`src/rtl/branch_unit_pkg.sv`:
```
// Branch funct3 encodings and decode helpers shared by the branch unit
// and any later consumer of the compare core.
package branch_unit_pkg;

  localparam logic [2:0] BR_EQ  = 3'b000;
  localparam logic [2:0] BR_NE  = 3'b001;
  localparam logic [2:0] BR_LT  = 3'b100;
  localparam logic [2:0] BR_GE  = 3'b101;
  localparam logic [2:0] BR_LTU = 3'b110;
  localparam logic [2:0] BR_GEU = 3'b111;

  function automatic logic br_illegal(input logic [2:0] f3);
    return (f3[2:1] == 2'b01);
  endfunction

  function automatic logic br_taken(
    input logic [2:0] f3,
    input logic       eq,
    input logic       lt,
    input logic       ltu
  );
    logic t;
    t = 1'b0;
    unique case (f3)
      BR_EQ:   t = eq;
      BR_NE:   t = ~eq;
      BR_LT:   t = lt;
      BR_GE:   t = ~lt;
      BR_LTU:  t = ltu;
      BR_GEU:  t = ~ltu;
      default: t = 1'b0;
    endcase
    return t;
  endfunction

endpackage

```
`src/rtl/branch_unit_cmp_core.sv`:
```
// Combinational WIDTH-bit equality, signed and unsigned less-than.
// Pure logic so the hazard unit can reuse it directly.
module branch_cmp_core #(
  parameter int WIDTH = 32
) (
  input  logic [WIDTH-1:0] a,
  input  logic [WIDTH-1:0] b,
  output logic             eq,
  output logic             lt,
  output logic             ltu
);

  assign eq  = (a == b);
  assign ltu = (a < b);
  // Differing signs: the negative operand is smaller.
  assign lt  = (a[WIDTH-1] != b[WIDTH-1]) ? a[WIDTH-1] : ltu;

endmodule

```
`src/rtl/branch_unit.sv`:
```
// Pipelined branch resolve with mispredict flag, LATENCY 1 or 2.
// Optional saturating counters under `BRANCH_PERF_CNT_EN.
module branch_unit
  import branch_unit_pkg::*;
#(
  parameter int WIDTH     = 32,
  parameter int LATENCY   = 1,
  parameter int CNT_WIDTH = 32
) (
  input  logic             clk,
  input  logic             rst,
  input  logic             in_valid,
  input  logic             stall,
  input  logic             flush,
  input  logic [2:0]       funct3,
  input  logic [WIDTH-1:0] rs1,
  input  logic [WIDTH-1:0] rs2,
  input  logic             pred_taken,
  output logic             out_valid,
  output logic             taken,
  output logic             mispredict,
  output logic             illegal,
  output logic             breq,
  output logic             brlt,
  output logic             brltu
`ifdef BRANCH_PERF_CNT_EN
  ,
  output logic [CNT_WIDTH-1:0] cnt_branch,
  output logic [CNT_WIDTH-1:0] cnt_taken,
  output logic [CNT_WIDTH-1:0] cnt_mispred
`endif
);

  logic       c_eq, c_lt, c_ltu;
  logic       d_valid, d_eq, d_lt, d_ltu, d_pred;
  logic [2:0] d_f3;

  branch_cmp_core #(.WIDTH(WIDTH)) u_cmp (
    .a   (rs1),
    .b   (rs2),
    .eq  (c_eq),
    .lt  (c_lt),
    .ltu (c_ltu)
  );

  generate
    if (LATENCY == 2) begin : g_s1
      logic       s1_valid, s1_eq, s1_lt, s1_ltu, s1_pred;
      logic [2:0] s1_f3;

      always_ff @(posedge clk) begin
        if (rst) begin
          s1_valid <= 1'b0;
          s1_eq    <= 1'b0;
          s1_lt    <= 1'b0;
          s1_ltu   <= 1'b0;
          s1_pred  <= 1'b0;
          s1_f3    <= 3'b000;
        end else if (flush) begin
          s1_valid <= 1'b0;
        end else if (!stall) begin
          s1_valid <= in_valid;
          s1_eq    <= c_eq;
          s1_lt    <= c_lt;
          s1_ltu   <= c_ltu;
          s1_pred  <= pred_taken;
          s1_f3    <= funct3;
        end
      end

      assign d_valid = s1_valid;
      assign d_eq    = s1_eq;
      assign d_lt    = s1_lt;
      assign d_ltu   = s1_ltu;
      assign d_pred  = s1_pred;
      assign d_f3    = s1_f3;
    end else begin : g_s0
      assign d_valid = in_valid;
      assign d_eq    = c_eq;
      assign d_lt    = c_lt;
      assign d_ltu   = c_ltu;
      assign d_pred  = pred_taken;
      assign d_f3    = funct3;
    end
  endgenerate

  logic d_taken, d_ill;
  logic v_q, tk_q, mp_q, il_q, eq_q, lt_q, ltu_q;

  assign d_taken = br_taken(d_f3, d_eq, d_lt, d_ltu);
  assign d_ill   = br_illegal(d_f3);

  always_ff @(posedge clk) begin
    if (rst) begin
      v_q   <= 1'b0;
      tk_q  <= 1'b0;
      mp_q  <= 1'b0;
      il_q  <= 1'b0;
      eq_q  <= 1'b0;
      lt_q  <= 1'b0;
      ltu_q <= 1'b0;
    end else if (flush) begin
      v_q   <= 1'b0;
    end else if (!stall) begin
      v_q   <= d_valid;
      tk_q  <= d_taken;
      mp_q  <= ~d_ill & (d_taken ^ d_pred);
      il_q  <= d_ill;
      eq_q  <= d_eq;
      lt_q  <= d_lt;
      ltu_q <= d_ltu;
    end
  end

  // Decision outputs read as zero in bubbles.
  assign out_valid  = v_q;
  assign taken      = v_q & tk_q;
  assign mispredict = v_q & mp_q;
  assign illegal    = v_q & il_q;
  assign breq       = eq_q;
  assign brlt       = lt_q;
  assign brltu      = ltu_q;

`ifdef BRANCH_PERF_CNT_EN
  logic cnt_en;
  assign cnt_en = v_q & ~stall & ~il_q;

  always_ff @(posedge clk) begin
    if (rst) begin
      cnt_branch  <= '0;
      cnt_taken   <= '0;
      cnt_mispred <= '0;
    end else if (cnt_en) begin
      if (cnt_branch != '1)
        cnt_branch <= cnt_branch + 1'b1;
      if (tk_q && cnt_taken != '1)
        cnt_taken <= cnt_taken + 1'b1;
      if (mp_q && cnt_mispred != '1)
        cnt_mispred <= cnt_mispred + 1'b1;
    end
  end
`endif

endmodule

```
`config.mk`:
```
export PLATFORM = sky130hd
export DESIGN_NAME = branch_unit
export DESIGN_NICKNAME = d
export VERILOG_FILES = /design/src/rtl/branch_unit_pkg.sv /design/src/rtl/branch_unit_cmp_core.sv /design/src/rtl/branch_unit.sv
export SDC_FILE = /design/constraint.sdc
export NUM_CORES = 1
export LEC_CHECK = 0
export CORE_MARGIN = 2
export CORE_UTILIZATION = 40
export CTS_CLUSTER_SIZE = 16
export DETAILED_ROUTE_END_ITERATION = 12
export PLACE_DENSITY = 0.88
export SLEW_MARGIN = 40
export SYNTH_ARGS = -nofsm -noshare
export SYNTH_HDL_FRONTEND = slang
export SYNTH_SLANG_ARGS = --single-unit
```
`constraint.sdc`:
```
create_clock -name clk -period 7.6 [get_ports clk]
set_clock_uncertainty 0.05 [all_clocks]
set_input_delay 1.52 -clock clk [delete_from_list [all_inputs] [get_ports clk]]
set_output_delay 1.52 -clock clk [all_outputs]
set_load 0.02 [all_outputs]
```
Word-level counts from Yosys, hierarchy flattened
Index checks and enable logic that the tools add are counted.
{"block": "classes", "order_cmp": 1, "n_eq_ne": 8, "muxes": 2, "bitwise_logic": 11, "n_reduce_logical": 3}
{"operator": "$eq A32 B32 Y1", "n": 1}
{"operator": "$lt A32 B32 Y1", "n": 1}
{"operator": "$eq A3 B3 Y1 const B", "n": 4}
{"operator": "$not A1 Y1", "n": 6}
{"operator": "$pmux W1 S6", "n": 1}
{"operator": "$and A1 B1 Y1", "n": 4}
{"operator": "$eq A3 B1 Y1 const B", "n": 1}
{"operator": "$logic_not A3 Y1", "n": 1}
{"operator": "$eq A2 B1 Y1 const B", "n": 1}
{"operator": "$reduce_and A2 Y1", "n": 1}
{"operator": "$reduce_or A2 Y1", "n": 1}
{"operator": "$mux W1", "n": 1}
{"operator": "$ne A1 B1 Y1", "n": 1}
{"operator": "$xor A1 B1 Y1", "n": 1}
{"block": "totals", "register_bits": 7, "input_bits": 73, "output_inout_bits": 7, "elab_cells": 32}

Longest topological paths before layout
Gate-level depths: netlist of the first run.
{"block": "depth", "word_depth": 6, "ltp_mapped": 10, "mapped_depth_nobuf": 10}

By module
Synthesis of the first run repeated with hierarchy kept, for this count alone.
{"block": "unflattened", "hier_cells": 162, "area_unflattened_um2": 1206.2}
{"mod": "branch_cmp_core", "n_inst": 1, "cells_each": 120, "area_each_um2": 843.3, "seq_area_each_um2": 0.0}
{"mod": "branch_unit", "n_inst": 1, "cells_each": 42, "area_each_um2": 362.8, "seq_area_each_um2": 140.1}

Worst setup path after synthesis of the first run
Ideal clock, no wire load.
{"block": "synth_timing", "kind": "input to register", "from": "in rs2[14]", "to": "reg mp_q", "arrival_time_ns": 3.368, "required_ns": 7.457, "path_slack_ns": 4.089, "cell_stages": 9, "n_path_buf": 0, "cell_sequence": "inv_1 -> ha_1 -> a21oi_1 -> nand2_1 -> a221o_1 -> o31ai_1 -> o211a_1 -> mux2_4 -> o311ai_2"}
{"block": "synth_via", "elab_chain_cells": 6}
{"item": "start, declared", "line_no": "branch_unit.sv:17", "text": "input logic [WIDTH-1:0] rs2,"}
{"item": "$lt A32 B32 Y1", "line_no": "branch_unit_cmp_core.sv:14", "text": "assign ltu = (a < b);"}
{"item": "$mux W1", "line_no": "branch_unit_cmp_core.sv:16", "text": "assign lt = (a[WIDTH-1] != b[WIDTH-1]) ? a[WIDTH-1] : ltu;"}
{"item": "$not A1 Y1", "line_no": "branch_unit_pkg.sv:28", "text": "BR_GE: t = ~lt;"}
{"item": "$pmux W1 S6 (*)", "line_no": "branch_unit_pkg.sv:24", "text": "unique case (f3)"}
{"item": "$xor A1 B1 Y1 (*)", "line_no": "branch_unit.sv:107", "text": "mp_q <= ~d_ill & (d_taken ^ d_pred);"}
{"item": "$and A1 B1 Y1 (*)", "line_no": "branch_unit.sv:107"}
{"item": "end signal, assigned", "line_no": "branch_unit.sv:107"}
{"item": "end, declared", "line_no": "branch_unit.sv:88", "text": "logic v_q, tk_q, mp_q, il_q, eq_q, lt_q, ltu_q;"}
Mark *: on every way between the ends. The rest lies on a longest branch, timed or not.
A chain may end at the register's enable or synchronous reset.

Worst setup path in the final report of the first run
Ends and elaborated chain as after synthesis.

==> results.txt, run 1 <==
----------------------------------------------------
[Place]
  Cell Area, Placed ... 0.00205 mm2
  Number of placed cells counting well taps ... 269
  Post-placement worst setup slack ... 3.46 ns
  Sum of net half-perimeters after detailed placement ... 2740 um
  Final GP Congestion ... 0.800
  Number of I/O port buffers ... 79

[Synthesis]
  Number of enable-type register cells in the synthesized netlist ... 0
  Mean Syn Cell Area ... 7.76 um2
  Netlist area before placement ... 0.00123 mm2
  Number of warnings reported in the yosys synthesis log ... 0
  Post-synthesis sequential area ratio ... 11.4%
  Proportion of register bits with asynchronous set or reset after synthesis ... 0%
  Cell count after synthesis ... 159
  Top flip-flop cell by instance count after synthesis ... dfxtp_1
  Flip-flop and latch count after synthesis ... 7
  Library cells used by synthesis ... 37
  Net count after synthesis ... 264

[Layout]
  Final nets ... 346
  Most common cell after layout, fill and taps aside ... clkdlybuf4s50_1
  Final Core Density ... 69.1%
  Final standard cell count with taps included and fillers excluded ... 273
  Final std cell area, no fill ... 0.00208 mm2
  Most used cells in the layout excluding fill and tap cells ... clkdlybuf4s50_1 (79), inv_1 (33), ha_1 (32)
  Fillcell total ... 255
  Count of antenna diodes in the layout ... 0
  Share of final-layout standard cells stronger than drive strength 1 ... 6.25%
  Relative area change from synthesis to final layout ... 68.3%

[Run]
  Number of max-capacitance violations reported ... 0

[Die]
  Horiz. Die Dim ... 59.5 um
  Starting density of the core ... 41.1%
  Floorplan core area ... 0.00300 mm2
  Overall die area ... 0.00354 mm2
  Count of boundary I/O pins ... 80
  Chip Height ... 59.5 um
  Core Rows ... 20

[STA]
  Final max-slew violation count ... 0
  Worst slew margin relative to its limit ... 76.9%
  Worst hold slack ... 0.404 ns
  Timing-limited maximum frequency ... 257 MHz
  Final worst path period need ... 3.90 ns
  Count of endpoints failing setup in the final report ... 0
  Final-layout setup total negative slack ... 0 ns
  Worst path setup slack after routing ... 3.70 ns
  Post-route clock period utilization ... 51.3%
  Setup repair after global routing missed its margin ... no
  Worst-margin pin slew ... 0.343 ns
  Hold Vio Cnt, Final ... 0

[Global route]
  Total track usage ... 18.2%
  Via count of the first global-routing pass ... 1278
  Maximum number of pins on one net before global-route repair ... 10
  Wire length of the first global-routing pass ... 5020 um
  Grt ovf ... 0
  Number of antenna violations at the first check in global routing ... 0

[Clock tree]
  Source-to-sink clock delay at the later pin of the worst-skew pair ... 0.25 ns
  CTS Buffer Depth ... 2
  Number of hold buffers added after CTS ... 0
  Resized Gates After CTS ... 0
  H-tree lvl count ... 1
  # Post-CTS Setup Buffers ... 0
  Num CTS Buffers ... 3
  Clock-pin slew on the worst setup and hold paths ... 0.05 ns
  Buffer type at the clock tree root ... clkbuf_4
  Clock tree from TritonCTS ... built
  Clock Sink Count ... 7

[Routing]
  Met3 wire length ... 243 um
  Drc violations ... 0
  Total Routed Length ... 2970 um
  Via count ... 1375
  Met2 Routed Length ... 1450 um
  Detailed Route Iter0 Violations ... 32
  Highest metal layer with signal wires ... met4
  DRT met1 WL ... 1200 um
  Initial DRT Pass Iterations ... 4
  Number of routed nets with antenna violations ... 0
  Routed vias/inst ... 5.04
  Wire length per cell ... 10.9 um

[Critical path]
  Startpoint Class ... primary input
  Worst setup path startpoint ... rs2[14]
  Critical path data arrival time ... 4.01 ns
  Launch point of the worst reg-to-reg path ... out_valid$_SDFFE_PP0N_
  Setup slack, reg-to-reg ... 6.91 ns
  Worst R2R End ... out_valid$_SDFFE_PP0N_
  Kind of end point of the critical path ... flip-flop
  Required time worst endpoint ... 7.72 ns
  Category of the critical setup timing path ... primary input to flip-flop
  Peak fanout along the critical path ... 3
  Worst reg2reg path depth ... 2
  Worst setup endpoint ... mp_q$_SDFFE_PP0P_

[Power and ir drop]
  Net switching component of the power ... 0.0470 mW
  Total power per unit cell area ... 78.1 mW/mm2
  Sequential fraction of design power ... 24.3%
  Part of the total power dissipated in combinational logic ... 55.0%
  Switching share of power ... 29.0%
  Clk pwr share ... 20.7%
  Highest ir drop seen on vdd ... 0.0000387 V
  Internal portion of total power ... 0.115 mW
  Total power consumption of the routed design ... 0.162 mW
  Leakage component of the power ... 1.01 nW

[Hold path]
  Hold Path Class ... flip-flop to flip-flop

[Status]
  Status ... finished, final reports clean

----------------------------------------------------
## logic make-up after synthesis
logic type	share of synthesized area [%]
adder cells (fa/ha/maj)	32.5
XOR/XNOR	0.710
multiplexers	2.03
flip-flops	11.4
buffers and inverters	11.4
AND/OR/NAND/NOR	23.1
AO/OA/AOI/OAI	19.0
## power groups by stage
stage                     clock network [mW]  registers, mW  logic (mW)
after floorplan                            0         0.0411      0.0404
after CTS                             0.0349         0.0394      0.0900
final                                 0.0335         0.0394      0.0891
after global placement                     0         0.0401      0.0875
after detailed placement                   0         0.0402      0.0897
after global routing                  0.0358         0.0396       0.101
## worst max-delay path, stage by stage
cell             delay (ns)
clkdlybuf4s50_1        0.45
inv_1                  0.04
ha_1                   0.31
a21oi_1                0.16
nand2_1                0.07
a221o_1                0.34
o31ai_1                0.28
o211a_1                0.25
mux2_4                 0.33
o311ai_2               0.26
## registers in the layout, summed over array words and instances, names as in the netlist
signal / flops
tk_q: 1
brltu: 1
breq: 1
mp_q: 1
il_q: 1
out_valid: 1
brlt: 1
## metal layers
| metal | global-route usage, % | up-vias |
|---|---|---|
| li1 | - | 723 |
| met1 | 20.8 | 599 |
| met2 | 32.8 | 47 |
| met3 | 5.24 | 6 |
| met4 | 4.44 | 0 |
| met5 | 0 | - |
## how the worst min path moves through the flow
stage                      startpoint  slack, ns                 to  depth (start not counted)
floorplan           il_q$_SDFFE_PP0P_       0.38  il_q$_SDFFE_PP0P_                          2
global placement    il_q$_SDFFE_PP0P_       0.39  il_q$_SDFFE_PP0P_                          2
detailed placement  il_q$_SDFFE_PP0P_       0.40  il_q$_SDFFE_PP0P_                          2
CTS                 il_q$_SDFFE_PP0P_       0.41  il_q$_SDFFE_PP0P_                          2
global route        il_q$_SDFFE_PP0P_       0.42  il_q$_SDFFE_PP0P_                          2
finish              il_q$_SDFFE_PP0P_       0.40  il_q$_SDFFE_PP0P_                          2
## Yosys cell counts, types with 2 or more instances
| library cell | instances | area [um2] |
|---|---|---|
| ha_1 | 32 | 400 |
| o311ai_0 | 3 | 26.3 |
| inv_1 | 33 | 124 |
| nand4_1 | 2 | 12.5 |
| nand3b_1 | 2 | 15.0 |
| a21oi_1 | 15 | 75.1 |
| nand2_1 | 10 | 37.5 |
| and2b_2 | 2 | 17.5 |
| nor3_1 | 3 | 15.0 |
| and4_2 | 3 | 30.0 |
| a21o_1 | 5 | 37.5 |
| a221o_1 | 2 | 20.0 |
| nor2_1 | 9 | 33.8 |
| nand3_1 | 5 | 25.0 |
| dfxtp_1 | 7 | 140 |
| and2_1 | 3 | 18.8 |
| o21ai_0 | 3 | 15.0 |
## layout make-up
class | count | area [um2] | area share, %
Multi-Input combinational cell | 117 | 953 | 45.9
Clock buffer | 4 | 26.3 | 1.27
Tap cell | 33 | 41.3 | 1.99
Sequential cell | 7 | 140 | 6.75
Inverter | 33 | 124 | 5.97
Timing Repair Buffer | 79 | 791 | 38.1
Note: power is estimated with default switching activity, not from simulation.
==> run 2, diff against run 1 <==
--- a/config.mk
+++ b/config.mk
@@ -6,10 +6,10 @@
 export NUM_CORES = 1
 export LEC_CHECK = 0
 export CORE_MARGIN = 2
-export CORE_UTILIZATION = 40
+export CORE_UTILIZATION = 37
 export CTS_CLUSTER_SIZE = 16
 export DETAILED_ROUTE_END_ITERATION = 12
-export PLACE_DENSITY = 0.88
+export PLACE_DENSITY = 0.82
 export SLEW_MARGIN = 40
 export SYNTH_ARGS = -nofsm -noshare
 export SYNTH_HDL_FRONTEND = slang
==> constraint.sdc (replaced) <==
create_clock -name clk -period 3.85 [get_ports clk]
set_clock_uncertainty 0.05 [all_clocks]
set_input_delay 0.77 -clock clk [delete_from_list [all_inputs] [get_ports clk]]
set_output_delay 0.77 -clock clk [all_outputs]
set_load 0.02 [all_outputs]
==> run 2 against run 1 <==
  * Combinational power grew 98%
  * Via count rose by 0.29%
  * Cell area up 0.66%
  * Wire length is 2.4% higher
  * Critical path type unchanged
==> results.txt, run 2 (synthesis results as in run 1) <==
----------------------------------------------------
[Place]
  Sum of net half-perimeters after detailed placement ... 2740 um (about the same)
  Number of I/O port buffers ... 79 (unchanged)
  Final GP Congestion ... 0.739 (-7.7%)
  Number of placed cells counting well taps ... 280 (+4.1%)
  Cell Area, Placed ... 0.00206 mm2 (+0.67%)

[Clock tree]
  # Post-CTS Setup Buffers ... 0 (unchanged)
  Buffer type at the clock tree root ... clkbuf_4
  Clock tree from TritonCTS ... built
  CTS Buffer Depth ... 2 (unchanged)
  Clock-pin slew on the worst setup and hold paths ... 0.05 ns (about the same)
  Resized Gates After CTS ... 0 (unchanged)
  H-tree lvl count ... 1 (unchanged)
  Number of hold buffers added after CTS ... 0 (unchanged)
  Clock Sink Count ... 7 (unchanged)
  Source-to-sink clock delay at the later pin of the worst-skew pair ... 0.25 ns (about the same)
  Num CTS Buffers ... 3 (unchanged)

[STA]
  Timing-limited maximum frequency ... 322 MHz
  Final-layout setup total negative slack ... 0 ns (unchanged)
  Hold Vio Cnt, Final ... 0 (unchanged)
  Post-route clock period utilization ... 80.8%
  Worst hold slack ... 0.409 ns (+0.00484 ns)
  Count of endpoints failing setup in the final report ... 0 (unchanged)
  Worst slew margin relative to its limit ... 76.8% (-0.085 points)
  Final worst path period need ... 3.11 ns
  Worst-margin pin slew ... 0.347 ns (+0.00435 ns)
  Final max-slew violation count ... 0 (unchanged)
  Setup repair after global routing missed its margin ... no

[Routing]
  Via count ... 1379 (+0.29%)
  Wire length per cell ... 10.7 um (-1.5%)
  Routed vias/inst ... 4.86 (-3.6%)
  Total Routed Length ... 3040 um (+2.4%)
  Number of routed nets with antenna violations ... 0 (unchanged)
  Detailed Route Iter0 Violations ... 16 (-50%)
  Drc violations ... 0 (unchanged)
  Initial DRT Pass Iterations ... 4 (unchanged)

[Global route]
  Maximum number of pins on one net before global-route repair ... 10 (unchanged)
  Number of antenna violations at the first check in global routing ... 0 (unchanged)
  Total track usage ... 18.2% (+0.024 points)
  Wire length of the first global-routing pass ... 5360 um (+6.7%)
  Via count of the first global-routing pass ... 1422 (+11%)
  Grt ovf ... 0 (unchanged)

[Layout]
  Relative area change from synthesis to final layout ... 69.4%
  Final nets ... 346 (unchanged)
  Most common cell after layout, fill and taps aside ... clkdlybuf4s50_1
  Final standard cell count with taps included and fillers excluded ... 284 (+4.0%)
  Most used cells in the layout excluding fill and tap cells ... clkdlybuf4s50_1 (79), inv_1 (33), ha_1 (32)
  Count of antenna diodes in the layout ... 0 (unchanged)
  Final std cell area, no fill ... 0.00209 mm2 (+0.66%)
  Share of final-layout standard cells stronger than drive strength 1 ... 6.25% (unchanged)

[Status]
  Status ... finished, final reports clean

[Die]
  Count of boundary I/O pins ... 80 (unchanged)
  Chip Height ... 61.7 um (+3.7%)
  Overall die area ... 0.00381 mm2 (+7.6%)
  Starting density of the core ... 39.8% (-1.3 points)
  Horiz. Die Dim ... 61.7 um (+3.7%)
  Floorplan core area ... 0.00310 mm2 (+3.3%)
  Core Rows ... 20 (unchanged)

[Power and ir drop]
  Total power per unit cell area ... 154 mW/mm2 (+97%)
  Highest ir drop seen on vdd ... 0.0000706 V (+82%)
  Leakage component of the power ... 1.01 nW (unchanged)

[Critical path]
  Category of the critical setup timing path ... primary input to flip-flop
  Required time worst endpoint ... 3.96 ns (-3.76 ns)
  Peak fanout along the critical path ... 3 (unchanged)
  Kind of end point of the critical path ... flip-flop
  Critical path data arrival time ... 3.22 ns (-0.79 ns)
  Startpoint Class ... primary input

[Hold path]
  Hold Path Class ... flip-flop to flip-flop

[Run]
  Number of max-capacitance violations reported ... 0 (unchanged)

----------------------------------------------------
## run 2: cell counts in the layout (fill, tap and decap cells not counted)
No cell type changed its count.
## run 2: layout make-up
cell class,count,area [um2]
clock buffer,4,26.3
fill,297,1010
inverter,33,124
multi-input combinational,117,953
sequential,7,140
tap,44,55.1
timing repair buffer,79,791
## run 2: final timing paths
path	startpoint	end	slack (ns)	depth (start not counted)
min	brltu$_SDFFE_PP0P_	brltu$_SDFFE_PP0P_	0.41	2
min reg2reg	brltu$_SDFFE_PP0P_	brltu$_SDFFE_PP0P_	0.41	2
max reg2reg	out_valid$_SDFFE_PP0N_	out_valid$_SDFFE_PP0N_	3.11	2
max	rs2[14]	mp_q$_SDFFE_PP0P_	0.74	10
## run 2: metrics by stage
| step | worst slack (ns) | utilization [%] | power [mW] |
|---|---|---|---|
| 3_3_place_gp | 0.531 | 66.5 | 0.253 |
| 2_1_floorplan | 1.09 | - | 0.161 |
| 3_5_place_dp | 0.514 | 66.5 | 0.257 |
| 5_1_grt | 0.559 | 67.3 | 0.352 |
| 4_1_cts | 0.762 | 67.3 | 0.327 |
| 6_report | 0.740 | 67.3 | 0.321 |
## run 2: layer usage
layer | GRT usage (%) | share of wire [%] | vias up
met3 | 4.97 | 9.0 | 0
met4 | 3.04 | 0 | 0
li1 | - | - | 724
met5 | 0 | 0 | -
met1 | 19.2 | 41 | 603
met2 | 35.9 | 50 | 52
## run 2: worst max-delay path: stages
cell and delay [ns]:
clkdlybuf4s50_1 0.46, inv_1 0.04, ha_1 0.31, a21oi_1 0.15, nand2_1 0.06, a221o_1 0.34
o31ai_1 0.26, o211a_1 0.25, mux2_4 0.33, o311ai_2 0.26
## run 2: report_power, final
| group | internal, mW | switching, mW |
|---|---|---|
| clock | 0.0395 | 0.0270 |
| sequential | 0.0761 | 0.00183 |
| combinational | 0.111 | 0.0651 |
| total | 0.227 | 0.0939 |
==> run 3, diff against run 2 <==
==> constraint.sdc (replaced) <==
create_clock -name clk -period 3.1 [get_ports clk]
set_clock_uncertainty 0.05 [all_clocks]
set_input_delay 0.62 -clock clk [delete_from_list [all_inputs] [get_ports clk]]
set_output_delay 0.62 -clock clk [all_outputs]
set_load 0.02 [all_outputs]
==> run 3 against run 2 <==
  * Non-clock buffer count rose by 6
  * Register-to-register slack got worse by 0.73 ns
  * Flip-flop and latch count did not move
  * Critical path type unchanged
  * Clock power rose by 28%
  * Cell area rose by 2.5%
  * Highest routed layer is now met4
  * Largest power group unchanged
  * Critical endpoint unchanged
  * Largest cell class unchanged
==> results.txt, run 3 (synthesis results as in run 1) <==
----------------------------------------------------
[Critical path]
  Startpoint Class ... primary input
  Worst reg2reg path depth ... 2 (unchanged)
  Required time worst endpoint ... 3.22 ns (-0.74 ns)
  Critical path data arrival time ... 3.05 ns (-0.17 ns)
  Kind of end point of the critical path ... flip-flop
  Setup slack, reg-to-reg ... 2.38 ns (-0.73 ns)
  Category of the critical setup timing path ... primary input to flip-flop
  Launch point of the worst reg-to-reg path ... out_valid$_SDFFE_PP0N_
  Peak fanout along the critical path ... 3 (unchanged)
  Worst R2R End ... out_valid$_SDFFE_PP0N_

[Clock tree]
  CTS Buffer Depth ... 2 (unchanged)
  Clock tree from TritonCTS ... built
  Source-to-sink clock delay at the later pin of the worst-skew pair ... 0.25 ns (about the same)
  Buffer type at the clock tree root ... clkbuf_4
  Clock Sink Count ... 7 (unchanged)
  Num CTS Buffers ... 3 (unchanged)
  Number of hold buffers added after CTS ... 0 (unchanged)
  H-tree lvl count ... 1 (unchanged)
  Clock-pin slew on the worst setup and hold paths ... 0.06 ns (about the same)

[Power and ir drop]
  Total power per unit cell area ... 191 mW/mm2 (+25%)
  Leakage component of the power ... 1.04 nW (+3.4%)
  Total power consumption of the routed design ... 0.410 mW (+28%)
  Highest ir drop seen on vdd ... 0.0000802 V (+14%)

[Hold path]
  Min-Delay Endpoint ... brltu$_SDFFE_PP0P_
  Worst min-delay path startpoint ... brltu$_SDFFE_PP0P_
  Hold Path Class ... flip-flop to flip-flop
  Worst Hold Depth ... 2 (unchanged)

[STA]
  Count of endpoints failing setup in the final report ... 0 (unchanged)
  Final max-slew violation count ... 0 (unchanged)
  Worst hold slack ... 0.408 ns (-0.00113 ns)
  Worst slew margin relative to its limit ... 79.1% (+2.3 points)
  Hold Vio Cnt, Final ... 0 (unchanged)
  Post-route clock period utilization ... 94.4%
  Worst-margin pin slew ... 0.309 ns (-0.0378 ns)
  Worst path setup slack after routing ... 0.173 ns (-0.567 ns)
  Timing-limited maximum frequency ... 342 MHz
  Final worst path period need ... 2.93 ns

[Layout]
  Count of antenna diodes in the layout ... 0 (unchanged)
  Fillcell total ... 272 (-8.4%)
  Final nets ... 352 (+1.7%)
  Final Core Density ... 69.0% (+1.7 points)
  Relative area change from synthesis to final layout ... 73.6%
  Most used cells in the layout excluding fill and tap cells ... clkdlybuf4s50_1 (79), inv_1 (33), ha_1 (32)
  Share of final-layout standard cells stronger than drive strength 1 ... 8.94% (+2.7 points)
  Most common cell after layout, fill and taps aside ... clkdlybuf4s50_1

[Place]
  Number of I/O port buffers ... 79 (unchanged)
  Sum of net half-perimeters after detailed placement ... 2760 um (+0.76%)
  Final GP Congestion ... 0.734 (-0.62%)
  Post-placement worst setup slack ... -0.0772 ns (-0.591 ns)

[Global route]
  Number of antenna violations at the first check in global routing ... 0 (unchanged)
  Grt ovf ... 0 (unchanged)
  Maximum number of pins on one net before global-route repair ... 10 (unchanged)
  Total track usage ... 17.1% (-1.1 points)
  Wire length of the first global-routing pass ... 5010 um (-6.6%)
  Via count of the first global-routing pass ... 1327 (-6.7%)

[Die]
  Starting density of the core ... 39.8% (unchanged)
  Floorplan core area ... 0.00310 mm2 (unchanged)
  Chip Height ... 61.7 um (unchanged)
  Count of boundary I/O pins ... 80 (unchanged)
  Core Rows ... 20 (unchanged)
  Horiz. Die Dim ... 61.7 um (unchanged)
  Overall die area ... 0.00381 mm2 (unchanged)

[Status]
  Status ... finished, final reports clean

[Routing]
  Number of routed nets with antenna violations ... 0 (unchanged)
  Initial DRT Pass Iterations ... 5 (+1)
  Detailed Route Iter0 Violations ... 24 (+8)
  Via count ... 1390 (+0.80%)
  Drc violations ... 0 (unchanged)
  Routed vias/inst ... 4.79 (-1.3%)
  Wire length per cell ... 10.5 um (-1.8%)
  Total Routed Length ... 3050 um (+0.26%)

[Run]
  Number of max-capacitance violations reported ... 0 (unchanged)

----------------------------------------------------
[run 3: changes by cell type in the layout (fill, tap and decap cells not counted)]
cell / previous run / this run
xnor2_2: 0 / 1
xnor2_1: 1 / 0
buf_4: 0 / 6
[run 3: worst max path at each step]
stage / start / endpoint / slack, ns / cells after the start
detailed placement: rs2[14] / mp_q$_SDFFE_PP0P_ / -0.08 / 10
global placement: rs2[14] / mp_q$_SDFFE_PP0P_ / -0.05 / 10
floorplan: rs2[14] / mp_q$_SDFFE_PP0P_ / 0.49 / 9
CTS: rs2[14] / mp_q$_SDFFE_PP0P_ / 0.17 / 10
global route: rs2[14] / mp_q$_SDFFE_PP0P_ / -0.003 / 10
finish: rs2[14] / mp_q$_SDFFE_PP0P_ / 0.17 / 10
[run 3: repair_timing]
action                     in CTS  in global routing
buffers inserted                0                  0
setup endpoints to repair       0                  1
gates resized for setup         0                  1
[run 3: cell type report]
class / count / area (um2) / share of cell area [%]
repair buffers: 85 / 836 / 39.0
multi-input cells: 117 / 961 / 44.9
inverters: 33 / 124 / 5.78
clock buffers: 4 / 26.3 / 1.23
well taps: 44 / 55.1 / 2.57
flip-flops and latches: 7 / 140 / 6.54
[run 3: report_power, final]
part | switching [mW] | internal [mW] | leakage [nW]
clock network | 0.0361 | 0.0493 | 0.0150
registers | 0.00196 | 0.0944 | 0.0572
logic | 0.0827 | 0.146 | 0.970
[run 3: per-stage QoR]
step / area [um2] / std cells / TNS, ns
floorplan: 1230 / 159 / 0
global placement: 2110 / 286 / -0.0482
detailed placement: 2110 / 286 / -0.0976
CTS: 2130 / 290 / 0
global route: 2140 / 290 / -0.00346
finish: 2140 / 290 / 0
[run 3: layer usage]
metal / vias to the layer above / global-route usage, % / wire length [um] / share of wire (%)
li1: 737 / - / - / -
met1: 598 / 19.3 / 1280 / 42
met2: 53 / 31.9 / 1480 / 49
met3: 2 / 5.38 / 279 / 9.2
met4: 0 / 2.74 / 8 / 0.26
met5: - / 0 / 0 / 0
[run 3: worst max-delay path: stages]
cell and delay, ns:
clkdlybuf4s50_1 0.46, inv_1 0.04, ha_1 0.31, a21oi_1 0.16, nand2_1 0.07, a221o_1 0.34, o31ai_1 0.25, o211a_1 0.22
mux2_4 0.32, o311ai_2 0.26
